===== src/rtl/muldiv_pkg.sv =====
// Shared types for the EX-stage multiply/divide unit: opcode and FSM state
// encodings plus the fixed divide-by-zero quotient pattern.
package muldiv_pkg;

    typedef enum logic [3:0] {
        MULT  = 4'd0,
        MULTU = 4'd1,
        DIV   = 4'd2,
        DIVU  = 4'd3,
        MADD  = 4'd4,
        MADDU = 4'd5,
        MSUB  = 4'd6,
        MSUBU = 4'd7,
        MTHI  = 4'd8,
        MTLO  = 4'd9
    } muldiv_op_t;

    typedef enum logic [1:0] {
        ST_IDLE = 2'd0,
        ST_MUL  = 2'd1,
        ST_DIV  = 2'd2,
        ST_FIX  = 2'd3
    } muldiv_state_t;

    // Divide by zero returns an all-ones quotient; this is the replicated bit.
    localparam logic DIVZERO_Q_BIT = 1'b1;

    function automatic logic is_signed_op(input muldiv_op_t o);
        case (o)
            MULT, DIV, MADD, MSUB: is_signed_op = 1'b1;
            default:               is_signed_op = 1'b0;
        endcase
    endfunction

endpackage


===== src/rtl/radix2_divider.sv =====
// Unsigned restoring divider, one quotient bit per cycle. The first step is
// taken in the start cycle so results are ready WIDTH-1 edges after start.
module radix2_divider #(
    parameter int WIDTH = 32
) (
    input  logic             clk,
    input  logic             rst,
    input  logic             start,
    input  logic             cancel,
    input  logic [WIDTH-1:0] dividend,
    input  logic [WIDTH-1:0] divisor,
    output logic [WIDTH-1:0] quotient,
    output logic [WIDTH-1:0] remainder,
    output logic             done
);
    localparam int CW = $clog2(WIDTH);

    logic [WIDTH-1:0] quot_r;
    logic [WIDTH-1:0] rem_r;
    logic [WIDTH-1:0] dvsr_r;
    logic [CW-1:0]    cnt_r;
    logic             done_r;

    logic [WIDTH-1:0] src_q_s;
    logic [WIDTH-1:0] src_r_s;
    logic [WIDTH-1:0] dvsr_s;
    logic [WIDTH-1:0] nq_s;
    logic [WIDTH-1:0] nr_s;
    logic [WIDTH:0]   shifted_s;
    logic [WIDTH:0]   trial_s;

    // Iteration source: fresh operands on start, otherwise the running partials
    always_comb begin
        if (start) begin
            src_q_s = dividend;
            src_r_s = '0;
            dvsr_s  = divisor;
        end else begin
            src_q_s = quot_r;
            src_r_s = rem_r;
            dvsr_s  = dvsr_r;
        end
    end

    // One restoring step; the trial MSB is the borrow since rem < divisor
    always_comb begin
        shifted_s = {src_r_s, src_q_s[WIDTH-1]};
        trial_s   = shifted_s - {1'b0, dvsr_s};
        if (trial_s[WIDTH]) begin
            nr_s = shifted_s[WIDTH-1:0];
            nq_s = {src_q_s[WIDTH-2:0], 1'b0};
        end else begin
            nr_s = trial_s[WIDTH-1:0];
            nq_s = {src_q_s[WIDTH-2:0], 1'b1};
        end
    end

    // Partial quotient/remainder registers and iteration counter
    always_ff @(posedge clk or posedge rst) begin
        if (rst) begin
            quot_r <= '0;
            rem_r  <= '0;
            dvsr_r <= '0;
            cnt_r  <= '0;
            done_r <= 1'b0;
        end else if (cancel) begin
            cnt_r  <= '0;
            done_r <= 1'b0;
        end else if (start) begin
            quot_r <= nq_s;
            rem_r  <= nr_s;
            dvsr_r <= divisor;
            cnt_r  <= CW'(WIDTH - 1);
            done_r <= 1'b0;
        end else if (cnt_r != '0) begin
            quot_r <= nq_s;
            rem_r  <= nr_s;
            cnt_r  <= cnt_r - CW'(1);
            done_r <= (cnt_r == CW'(1));
        end else begin
            done_r <= 1'b0;
        end
    end

    assign quotient  = quot_r;
    assign remainder = rem_r;
    assign done      = done_r;

endmodule


===== src/rtl/muldiv_unit.sv =====
// EX-stage multiply/divide unit with architectural HI/LO registers.
// Define MULDIV_MADD_EN to build the MADD/MADDU/MSUB/MSUBU accumulate path.
module muldiv_unit
    import muldiv_pkg::*;
#(
    parameter int WIDTH   = 32,
    parameter int MUL_LAT = 2
) (
    input  logic             clk,
    input  logic             rst,
    input  logic             start,
    input  muldiv_op_t       op,
    input  logic [WIDTH-1:0] a,
    input  logic [WIDTH-1:0] b,
    input  logic             flush,
    output logic             busy,
    output logic             done,
    output logic             divzero,
    output logic [WIDTH-1:0] hi,
    output logic [WIDTH-1:0] lo
);
    localparam int CW = (MUL_LAT > 1) ? $clog2(MUL_LAT) : 1;

    muldiv_state_t      state_r;
    muldiv_state_t      state_nx_s;
    logic [CW-1:0]      cnt_r;
    logic [CW-1:0]      cnt_nx_s;
    muldiv_op_t         op_r;
    logic [WIDTH-1:0]   a_r;
    logic [WIDTH-1:0]   b_r;
    logic               dz_r;
    logic               latch_s;
    logic               pend_r;
    logic               pend_nx_s;
    muldiv_op_t         pend_op_r;
    logic [WIDTH-1:0]   pend_val_r;
    logic [WIDTH-1:0]   hi_r;
    logic [WIDTH-1:0]   lo_r;
    logic [WIDTH-1:0]   hi_nx_s;
    logic [WIDTH-1:0]   lo_nx_s;
    logic               done_r;
    logic               done_nx_s;
    logic               divzero_r;
    logic               divzero_nx_s;

    logic               mul_sgn_s;
    logic               prod_neg_s;
    logic [WIDTH-1:0]   mag_a_s;
    logic [WIDTH-1:0]   mag_b_s;
    logic [2*WIDTH-1:0] prod_mag_s;
    logic [2*WIDTH-1:0] prod_s;
    logic [2*WIDTH-1:0] mul_res_s;

    logic               div_sgn_s;
    logic               div_start_s;
    logic               div_done_s;
    logic               q_neg_s;
    logic               r_neg_s;
    logic [WIDTH-1:0]   dvd_mag_s;
    logic [WIDTH-1:0]   dvs_mag_s;
    logic [WIDTH-1:0]   quo_s;
    logic [WIDTH-1:0]   rem_s;
    logic [WIDTH-1:0]   fix_q_s;
    logic [WIDTH-1:0]   fix_r_s;

    // Signed multiply as a magnitude product followed by a two's-complement fix
    always_comb begin
        mul_sgn_s  = is_signed_op(op_r);
        mag_a_s    = (mul_sgn_s && a_r[WIDTH-1]) ? (-a_r) : a_r;
        mag_b_s    = (mul_sgn_s && b_r[WIDTH-1]) ? (-b_r) : b_r;
        prod_neg_s = mul_sgn_s && (a_r[WIDTH-1] ^ b_r[WIDTH-1]);
        prod_mag_s = {{WIDTH{1'b0}}, mag_a_s} * {{WIDTH{1'b0}}, mag_b_s};
        prod_s     = prod_neg_s ? (-prod_mag_s) : prod_mag_s;
    end

`ifdef MULDIV_MADD_EN
    // Accumulate modes fold the product into {hi,lo}, wrapping at 2*WIDTH bits
    always_comb begin
        case (op_r)
            MADD, MADDU: mul_res_s = {hi_r, lo_r} + prod_s;
            MSUB, MSUBU: mul_res_s = {hi_r, lo_r} - prod_s;
            default:     mul_res_s = prod_s;
        endcase
    end
`else
    assign mul_res_s = prod_s;
`endif

    // Divider runs on magnitudes of the live operands; signs return in FIX
    always_comb begin
        div_sgn_s = (op == DIV);
        dvd_mag_s = (div_sgn_s && a[WIDTH-1]) ? (-a) : a;
        dvs_mag_s = (div_sgn_s && b[WIDTH-1]) ? (-b) : b;
        q_neg_s   = (op_r == DIV) && (a_r[WIDTH-1] ^ b_r[WIDTH-1]);
        r_neg_s   = (op_r == DIV) && a_r[WIDTH-1];
        if (dz_r) begin
            fix_q_s = {WIDTH{DIVZERO_Q_BIT}};
            fix_r_s = a_r;
        end else begin
            fix_q_s = q_neg_s ? (-quo_s) : quo_s;
            fix_r_s = r_neg_s ? (-rem_s) : rem_s;
        end
    end

    radix2_divider #(
        .WIDTH(WIDTH)
    ) u_div (
        .clk       (clk),
        .rst       (rst),
        .start     (div_start_s),
        .cancel    (flush),
        .dividend  (dvd_mag_s),
        .divisor   (dvs_mag_s),
        .quotient  (quo_s),
        .remainder (rem_s),
        .done      (div_done_s)
    );

    // Next-state, writeback and completion decode
    always_comb begin
        state_nx_s   = state_r;
        cnt_nx_s     = cnt_r;
        latch_s      = 1'b0;
        div_start_s  = 1'b0;
        pend_nx_s    = 1'b0;
        hi_nx_s      = hi_r;
        lo_nx_s      = lo_r;
        done_nx_s    = 1'b0;
        divzero_nx_s = 1'b0;
        if (flush) begin
            state_nx_s = ST_IDLE;
            cnt_nx_s   = '0;
        end else begin
            // Single-cycle ops (moves, NOPs) retire one edge after acceptance without busy
            if (pend_r) begin
                done_nx_s = 1'b1;
                if (pend_op_r == MTHI) begin
                    hi_nx_s = pend_val_r;
                end else if (pend_op_r == MTLO) begin
                    lo_nx_s = pend_val_r;
                end else begin
                    hi_nx_s = hi_r;
                end
            end else begin
                done_nx_s = 1'b0;
            end
            case (state_r)
                ST_IDLE: begin
                    if (start) begin
                        case (op)
                            MULT, MULTU: begin
                                latch_s    = 1'b1;
                                state_nx_s = ST_MUL;
                                cnt_nx_s   = CW'(MUL_LAT - 1);
                            end
`ifdef MULDIV_MADD_EN
                            MADD, MADDU, MSUB, MSUBU: begin
                                latch_s    = 1'b1;
                                state_nx_s = ST_MUL;
                                cnt_nx_s   = CW'(MUL_LAT - 1);
                            end
`endif
                            DIV, DIVU: begin
                                latch_s     = 1'b1;
                                state_nx_s  = ST_DIV;
                                div_start_s = (b != '0);
                            end
                            default: pend_nx_s = 1'b1;
                        endcase
                    end else begin
                        state_nx_s = ST_IDLE;
                    end
                end
                ST_MUL: begin
                    if (cnt_r == '0) begin
                        {hi_nx_s, lo_nx_s} = mul_res_s;
                        done_nx_s          = 1'b1;
                        state_nx_s         = ST_IDLE;
                    end else begin
                        cnt_nx_s = cnt_r - CW'(1);
                    end
                end
                ST_DIV: begin
                    if (dz_r || div_done_s) begin
                        state_nx_s = ST_FIX;
                    end else begin
                        state_nx_s = ST_DIV;
                    end
                end
                ST_FIX: begin
                    hi_nx_s      = fix_r_s;
                    lo_nx_s      = fix_q_s;
                    done_nx_s    = 1'b1;
                    divzero_nx_s = dz_r;
                    state_nx_s   = ST_IDLE;
                end
                default: state_nx_s = ST_IDLE;
            endcase
        end
    end

    // FSM state, completion flags and architectural HI/LO
    always_ff @(posedge clk or posedge rst) begin
        if (rst) begin
            state_r   <= ST_IDLE;
            cnt_r     <= '0;
            pend_r    <= 1'b0;
            hi_r      <= '0;
            lo_r      <= '0;
            done_r    <= 1'b0;
            divzero_r <= 1'b0;
        end else begin
            state_r   <= state_nx_s;
            cnt_r     <= cnt_nx_s;
            pend_r    <= pend_nx_s;
            hi_r      <= hi_nx_s;
            lo_r      <= lo_nx_s;
            done_r    <= done_nx_s;
            divzero_r <= divzero_nx_s;
        end
    end

    // Operand capture for the op being launched
    always_ff @(posedge clk or posedge rst) begin
        if (rst) begin
            op_r       <= MULT;
            a_r        <= '0;
            b_r        <= '0;
            dz_r       <= 1'b0;
            pend_op_r  <= MTHI;
            pend_val_r <= '0;
        end else begin
            if (latch_s) begin
                op_r <= op;
                a_r  <= a;
                b_r  <= b;
                dz_r <= (b == '0);
            end
            if (pend_nx_s) begin
                pend_op_r  <= op;
                pend_val_r <= a;
            end
        end
    end

    assign busy    = (state_r != ST_IDLE);
    assign done    = done_r;
    assign divzero = divzero_r;
    assign hi      = hi_r;
    assign lo      = lo_r;

endmodule


===== config.mk =====
export PLATFORM = sky130hd
export DESIGN_NAME = muldiv_unit
export DESIGN_NICKNAME = d
export VERILOG_FILES = /design/src/rtl/muldiv_pkg.sv /design/src/rtl/radix2_divider.sv /design/src/rtl/muldiv_unit.sv
export SDC_FILE = /design/constraint.sdc
export NUM_CORES = 2
export LEC_CHECK = 0
export CAP_MARGIN = 40
export CORE_UTILIZATION = 50
export DETAILED_ROUTE_END_ITERATION = 8
export PLACE_DENSITY_LB_ADDON = 0.08
export SLEW_MARGIN = 10
export SYNTH_ARGS = -nofsm -noshare
export SYNTH_HDL_FRONTEND = slang
export SYNTH_SLANG_ARGS = --single-unit

===== constraint.sdc =====
create_clock -name clk -period 10.55 [get_ports clk]
set_input_delay 2.11 -clock clk [delete_from_list [all_inputs] [get_ports clk]]
set_output_delay 2.11 -clock clk [all_outputs]
set_load 0.05 [all_outputs]

### Word level (Yosys, flattened, before mapping)

Index checks and enable logic that the tools add are counted.

* flip-flop bits (word level): 277
* input bits: 72
* output and inout bits: 67
* word-level logic and storage cells: 135

* add/subtract/negate cells: 10
* $mul: 1
* eq/ne operators: 16
* mux-type cells: 63
* bitwise operators: 2
* reduce and logical (&&, ||, !) cells: 25

Operators by type and width (count)
* 2-to-1 mux 32 bit: 23
* negator 32 bit: 6
* one-hot mux 32 bit (2 select lines): 2
* multiplier 32 x 32 -> 64 bit: 1
* 2-to-1 mux 64 bit: 1
* negator 64 bit: 1
* subtractor 33 x 32 -> 33 bit: 1
* logical NOT 32 bit: 1
* nonzero test 32 bit: 1
* 2-to-1 mux 1 bit: 27
* 2-to-1 mux 5 bit: 3
* equality test 4 x 2 -> 1 bit (second input constant): 3
* equality test 4 x 3 -> 1 bit (second input constant): 2
* equality test 4 bit (second input constant): 2
* logical NOT 4 bit: 2
* one-hot mux 2 bit (4 select lines): 1
* OR reduction 4 bit: 2
* logical AND 1 bit: 7
* 2-to-1 mux 2 bit: 3
* inequality test 3 bit (second input constant): 2
* nonzero test 3 bit: 2
* equality test 5 x 1 -> 1 bit (second input constant): 1
* inequality test 5 x 3 -> 1 bit (second input constant): 1
* nonzero test 5 bit: 1
* 16 further kinds: 21

### Depth between registers and ports, before layout

* depth in word-level cells: 11
* gate-level depth with buffers: 44

### Modules after synthesis

Synthesis repeated with hierarchy kept, for this count alone.

* cell total of the unflattened synthesis: 6294
* area total of the unflattened synthesis: 53856.7 sq um

By module, submodules not included
* muldiv_unit: times used 1, cells an instance 5547, area each 46992.6 sq um, sequential area each 4380.5 sq um
* radix2_divider: times used 1, cells an instance 747, area each 6864.1 sq um, sequential area each 2552.4 sq um

### Worst setup path before layout

Ideal clock, no wire load.

* path kind: register to register
* from: register a_r[0]
* to: register hi_r[30] (netlist: hi[30])
* arrival time: 10.816 ns
* slack: -0.392 ns
* stages on the path, launching flop included: 43
* buffers on the path: 3
* cells stage by stage: dfrtp_1 > clkbuf_1 > inv_1 > clkbuf_1 > ha_1 > nand2_1 > nor3_1 > nand2_1 > nor2_1 > nand2_1 > or4_1 > nor2_1 > nand2_1 > o41ai_1 > xnor2_1 > clkbuf_1 > nand2_1 > fa_1 > (+7 left out) > fa_1 > fa_1 > inv_1 > fa_1 > inv_1 > ha_1 > a21oi_1 > o21ai_1 > a221oi_1 > o2bb2ai_1 > a211o_1 > a21oi_1 > o22ai_1 > or4_2 > nor3_4 > a31oi_1 > xnor2_1 > a221o_1

* longest elaborated chain between the ends: 7

Ends and longest elaborated chain
* start, declared: line muldiv_unit.sv:29 `logic [WIDTH-1:0] a_r;`
* start signal, assigned: line muldiv_unit.sv:227 `a_r <= '0;`
* start signal, assigned: line muldiv_unit.sv:235 `a_r <= a;`
* negator 32 bit: line muldiv_unit.sv:69 `mag_a_s = (mul_sgn_s && a_r[WIDTH-1]) ? (-a_r) : a_r;`
* 2-to-1 mux 32 bit (*): line muldiv_unit.sv:69
* multiplier 32 x 32 -> 64 bit (*): line muldiv_unit.sv:72 `prod_mag_s = {{WIDTH{1'b0}}, mag_a_s} * {{WIDTH{1'b0}}, mag_b_s};`
* negator 64 bit: line muldiv_unit.sv:73 `prod_s = prod_neg_s ? (-prod_mag_s) : prod_mag_s;`
* 2-to-1 mux 64 bit (*): line muldiv_unit.sv:73
* 2-to-1 mux 32 bit (*): line muldiv_unit.sv:175 `if (cnt_r == '0) begin`
* one-hot mux 32 bit (2 select lines) (*): line muldiv_unit.sv:147 `case (state_r)`
* end signal, assigned: line muldiv_unit.sv:216 `hi_r <= hi_nx_s;`
* end, declared: line muldiv_unit.sv:37 `logic [WIDTH-1:0] hi_r;`

Mark *: on every way between the ends. The rest lies on a longest branch, timed or not.
A chain may end at the register's enable or synchronous reset.

### Worst setup path after layout

* from: register a_r[9]
* to: register hi_r[19] (netlist: hi[19])

Same word-level chain as after synthesis.

==> flow_summary.toml <==
[setup_path]
critPathKind = "reg2reg"
most_frequent_cell_on_the_critical_path = "sky130_fd_sc_hd__fa_1"
timing.critical_path.fanout_max = 6
crit_arrival_ns = 10.94
worst-endpoint-required_ns = 11.03
cp-start-kind = "flop"
slowest_stage = "sky130_fd_sc_hd__fa_1"
critical_path.top_delay_family = "adder cells"
critical_path.n_buffers_inverters = 9
setup.worst_path.end_class = "flop"
slowest_delay_ns = 0.59

[synth]
ys_top_cells_by_area = "sky130_fd_sc_hd__fa_1, sky130_fd_sc_hd__dfrtp_1, sky130_fd_sc_hd__ha_1"
syn_area_per_cell_um2 = 8.491
yosys_warnings = 0
mappedNetlistArea_mm2 = 0.05318
synth.yosys.seq_area_share_pct = 13.04
synth_seq_cells = 277
synth.most_common_cell = "sky130_fd_sc_hd__inv_1"
synth.largest_area_cell = "sky130_fd_sc_hd__fa_1"
synth_largest_type_area_fraction_pct = 33.77
synth-async-reset-ratio_pct = 100.0
synthTopCellsByCount = "sky130_fd_sc_hd__inv_1, sky130_fd_sc_hd__fa_1, sky130_fd_sc_hd__nor2_1"
synth.distinct_cells = 109
ys_dominant_reg_cell = "sky130_fd_sc_hd__dfrtp_1"
number_of_flops_mapped_to_enable_cells_by_yosys = 0
synthCells = 6263
synth_fp_nets = 7537

[floorplanning]
fp.dieH_um = 328.1
area_enclosed_by_the_die_boundary_mm2 = 0.1077
num_io_pins = 139
floorplan.rows = 119
initial_core_utilization_pct = 50.45
dieWidth_um = 328.1
placeableCoreArea_mm2 = 0.1054

[run_status]
result_of_the_run = "finished, final reports clean"

[clock_network]
tritoncts.num_buffers = 28
cts.sink_count = 277
clock_tree_root_buffer_cell = "sky130_fd_sc_hd__clkbuf_16"
cts_tree = "yes"
holdBufCountCts = 0
cts.reportedPaths.clkPinSlew_ns = 0.07
clock_tree.htree_level_count = 1
insertion_delay_ns = 0.59
cts_buffer_depth = 3

[route]
ant_nets = 0
drtPass1Iterations = 5
drt-initial-drc-count = 3998
routed-via-count = 47020
wire_per_inst_um = 25.00
drcViolationCount = 0
route.detailed.vias_per_inst = 5.783
route.final.wire_length_um = 203200

[worst_hold_path]
worstHoldPathType = "reg2reg"

[sta]
holdWs_ns = 0.4551
achievable-frequency_mhz = 95.61
tightest_slew_ns = 0.9774
finalHoldViolCount = 0
period_needed_ns = 10.46
rsz0062_at_grt = "true"
worst_slew_margin_rel_pct = 34.15
fin_crit_sh_pct = 99.14
setup_viol_count_final = 0
timing.final.ws_setup_ns = 0.09079
final_max_slew_viol_count = 0
setup-tns-final_ns = 0
timing.clock.skew_ns = 0.02384

[place]
gp_congestion = 1.039
portBuffers = 138
place_worst_setup_slack_ns = -0.4126
hpwlAfterDp_um = 168400

[final_layout]
final-seq-area_mm2 = 0.006937
p_r_area_growth_vs_syn_pct = 17.54
nets = 7991
multi_input_comb_area_mm2 = 0.04257
fill_cells = 9715
post_route_cells_drive_above_1_share_pct = 15.16

[grt]
global_route_wire_length_before_repair_um = 305500
globalRouteTotalUtil_pct = 38.30
gr-total-overflow = 0
grt_pass1_vias = 47480
grt_max_degree = 85
grt_antenna_before_repair = 6

[flow_run]
cap_viol_max_count = 0
-- registers in the layout, indices dropped and copies added, names as in the netlist --
name / cells
pend_val_r: 32
pend_op_r: 4
hi: 32
a_r: 32
u_div.remainder: 32
op_r: 4
b_r: 32
lo: 32
pend_r: 1
u_div.dvsr_r: 32
cnt_r: 1
done: 1
dz_r: 1
state_r: 2
u_div.done: 1
u_div.cnt_r: 5
u_div.quotient: 32
divzero: 1
-- worst paths after layout --
kind	startpoint	to	slack (ns)	cells past startpoint
setup / recovery	a_r[9]	hi[19]	0.09	39
hold / removal	pend_op_r[3]	pend_op_r[3]	0.46	2
setup reg to reg	a_r[9]	hi[19]	0.09	39
hold reg to reg	pend_op_r[3]	pend_op_r[3]	0.46	2
max in group asynchronous	rst	lo[12]	7.22	3
min in group asynchronous	rst	u_div.dvsr_r[31]	2.01	2
-- logic make-up (layout without fill, tap and decap cells) --
| group | after synthesis | count (layout) | share of synthesized area [%] |
|---|---|---|---|
| and+or+nand+nor | 1999 | 1999 | 16.21 |
| buffers and inverters | 1294 | 1768 | 9.242 |
| adders and majority gates | 1202 | 1202 | 40.94 |
| AOI/OAI and AO/OA | 982 | 982 | 11.60 |
| xor gates and xnor gates | 356 | 356 | 5.863 |
| DFF | 277 | 277 | 13.04 |
| muxes | 153 | 153 | 3.110 |
| other | 0 | 2 | 0 |
-- per-stage QoR --
step | area (um^2) | util, % | std cells
finish | 62510 | 59.30 | 8130
global route | 62500 | 59.29 | 8128
CTS | 61710 | 58.54 | 8104
detailed placement | 60480 | 57.38 | 8042
global placement | 60310 | 57.21 | 8031
floorplan | 53210 | - | 6263
-- what timing repair did --
| action | in CTS | in global routing |
|---|---|---|
| gates resized for setup | 40 | 137 |
| hold endpoints to repair | 0 | 0 |
| cloned | 0 | 0 |
| pin swaps | 7 | 44 |
| endpoints found under the setup margin | 31 | 40 |
| buffers inserted | 12 | 24 |
-- placed cells by master (no fill, tap or decap), types with 28 or more instances in the layout --
cell,n
sky130_fd_sc_hd__a21o_1,37
sky130_fd_sc_hd__a21oi_1,307
sky130_fd_sc_hd__and2_1,58
sky130_fd_sc_hd__buf_12,48
sky130_fd_sc_hd__buf_4,548
sky130_fd_sc_hd__clkbuf_16,29
sky130_fd_sc_hd__clkdlybuf4s50_1,137
sky130_fd_sc_hd__dfrtp_1,273
sky130_fd_sc_hd__fa_1,886
sky130_fd_sc_hd__ha_1,291
sky130_fd_sc_hd__inv_1,957
sky130_fd_sc_hd__mux2_2,98
sky130_fd_sc_hd__mux2i_1,54
sky130_fd_sc_hd__nand2_1,745
sky130_fd_sc_hd__nand2b_1,31
sky130_fd_sc_hd__nand3_1,31
sky130_fd_sc_hd__nand4_1,35
sky130_fd_sc_hd__nor2_1,821
sky130_fd_sc_hd__nor3_1,62
sky130_fd_sc_hd__nor4_1,32
sky130_fd_sc_hd__o21ai_0,232
sky130_fd_sc_hd__o21ai_1,31
sky130_fd_sc_hd__or3_1,28
sky130_fd_sc_hd__xnor2_1,157
sky130_fd_sc_hd__xnor2_2,35
sky130_fd_sc_hd__xor2_1,141
-- layout make-up --
type                            count  share of cell area [%]
Antenna cell                        2                0.008007
Sequential cell                   277                   11.10
Timing Repair Buffer              755                   10.75
Inverter                          963                   5.795
Multi-Input combinational cell   4692                   68.11
Clock buffer                       35                   1.261
Tap cell                         1391                   2.784
Clock inverter                     15                  0.1922
-- routing by layer --
metal	up-vias	share of wire [%]	routed length, um	GRT usage (%)
met4	4	6.7	13540	20.50
li1	20800	-	-	-
met5	-	0.0098	20	0
met2	1922	45	92110	60.89
met1	23830	41	82570	50.99
met3	463	7.4	14990	5.085
-- worst register-to-register path: cells and delay by family (launching register included) --
kind,cells,cell delay [ns]
AOI/OAI and AO/OA,9,1.94
DFF,1,0.41
adders and majority gates,9,4.31
buffers and inverters,9,0.97
xor gates and xnor gates,2,0.36
and+or+nand+nor,10,2.36
Power is not shown: default switching activity piles up to over one toggle a cycle in this logic, so the estimate is an artifact.
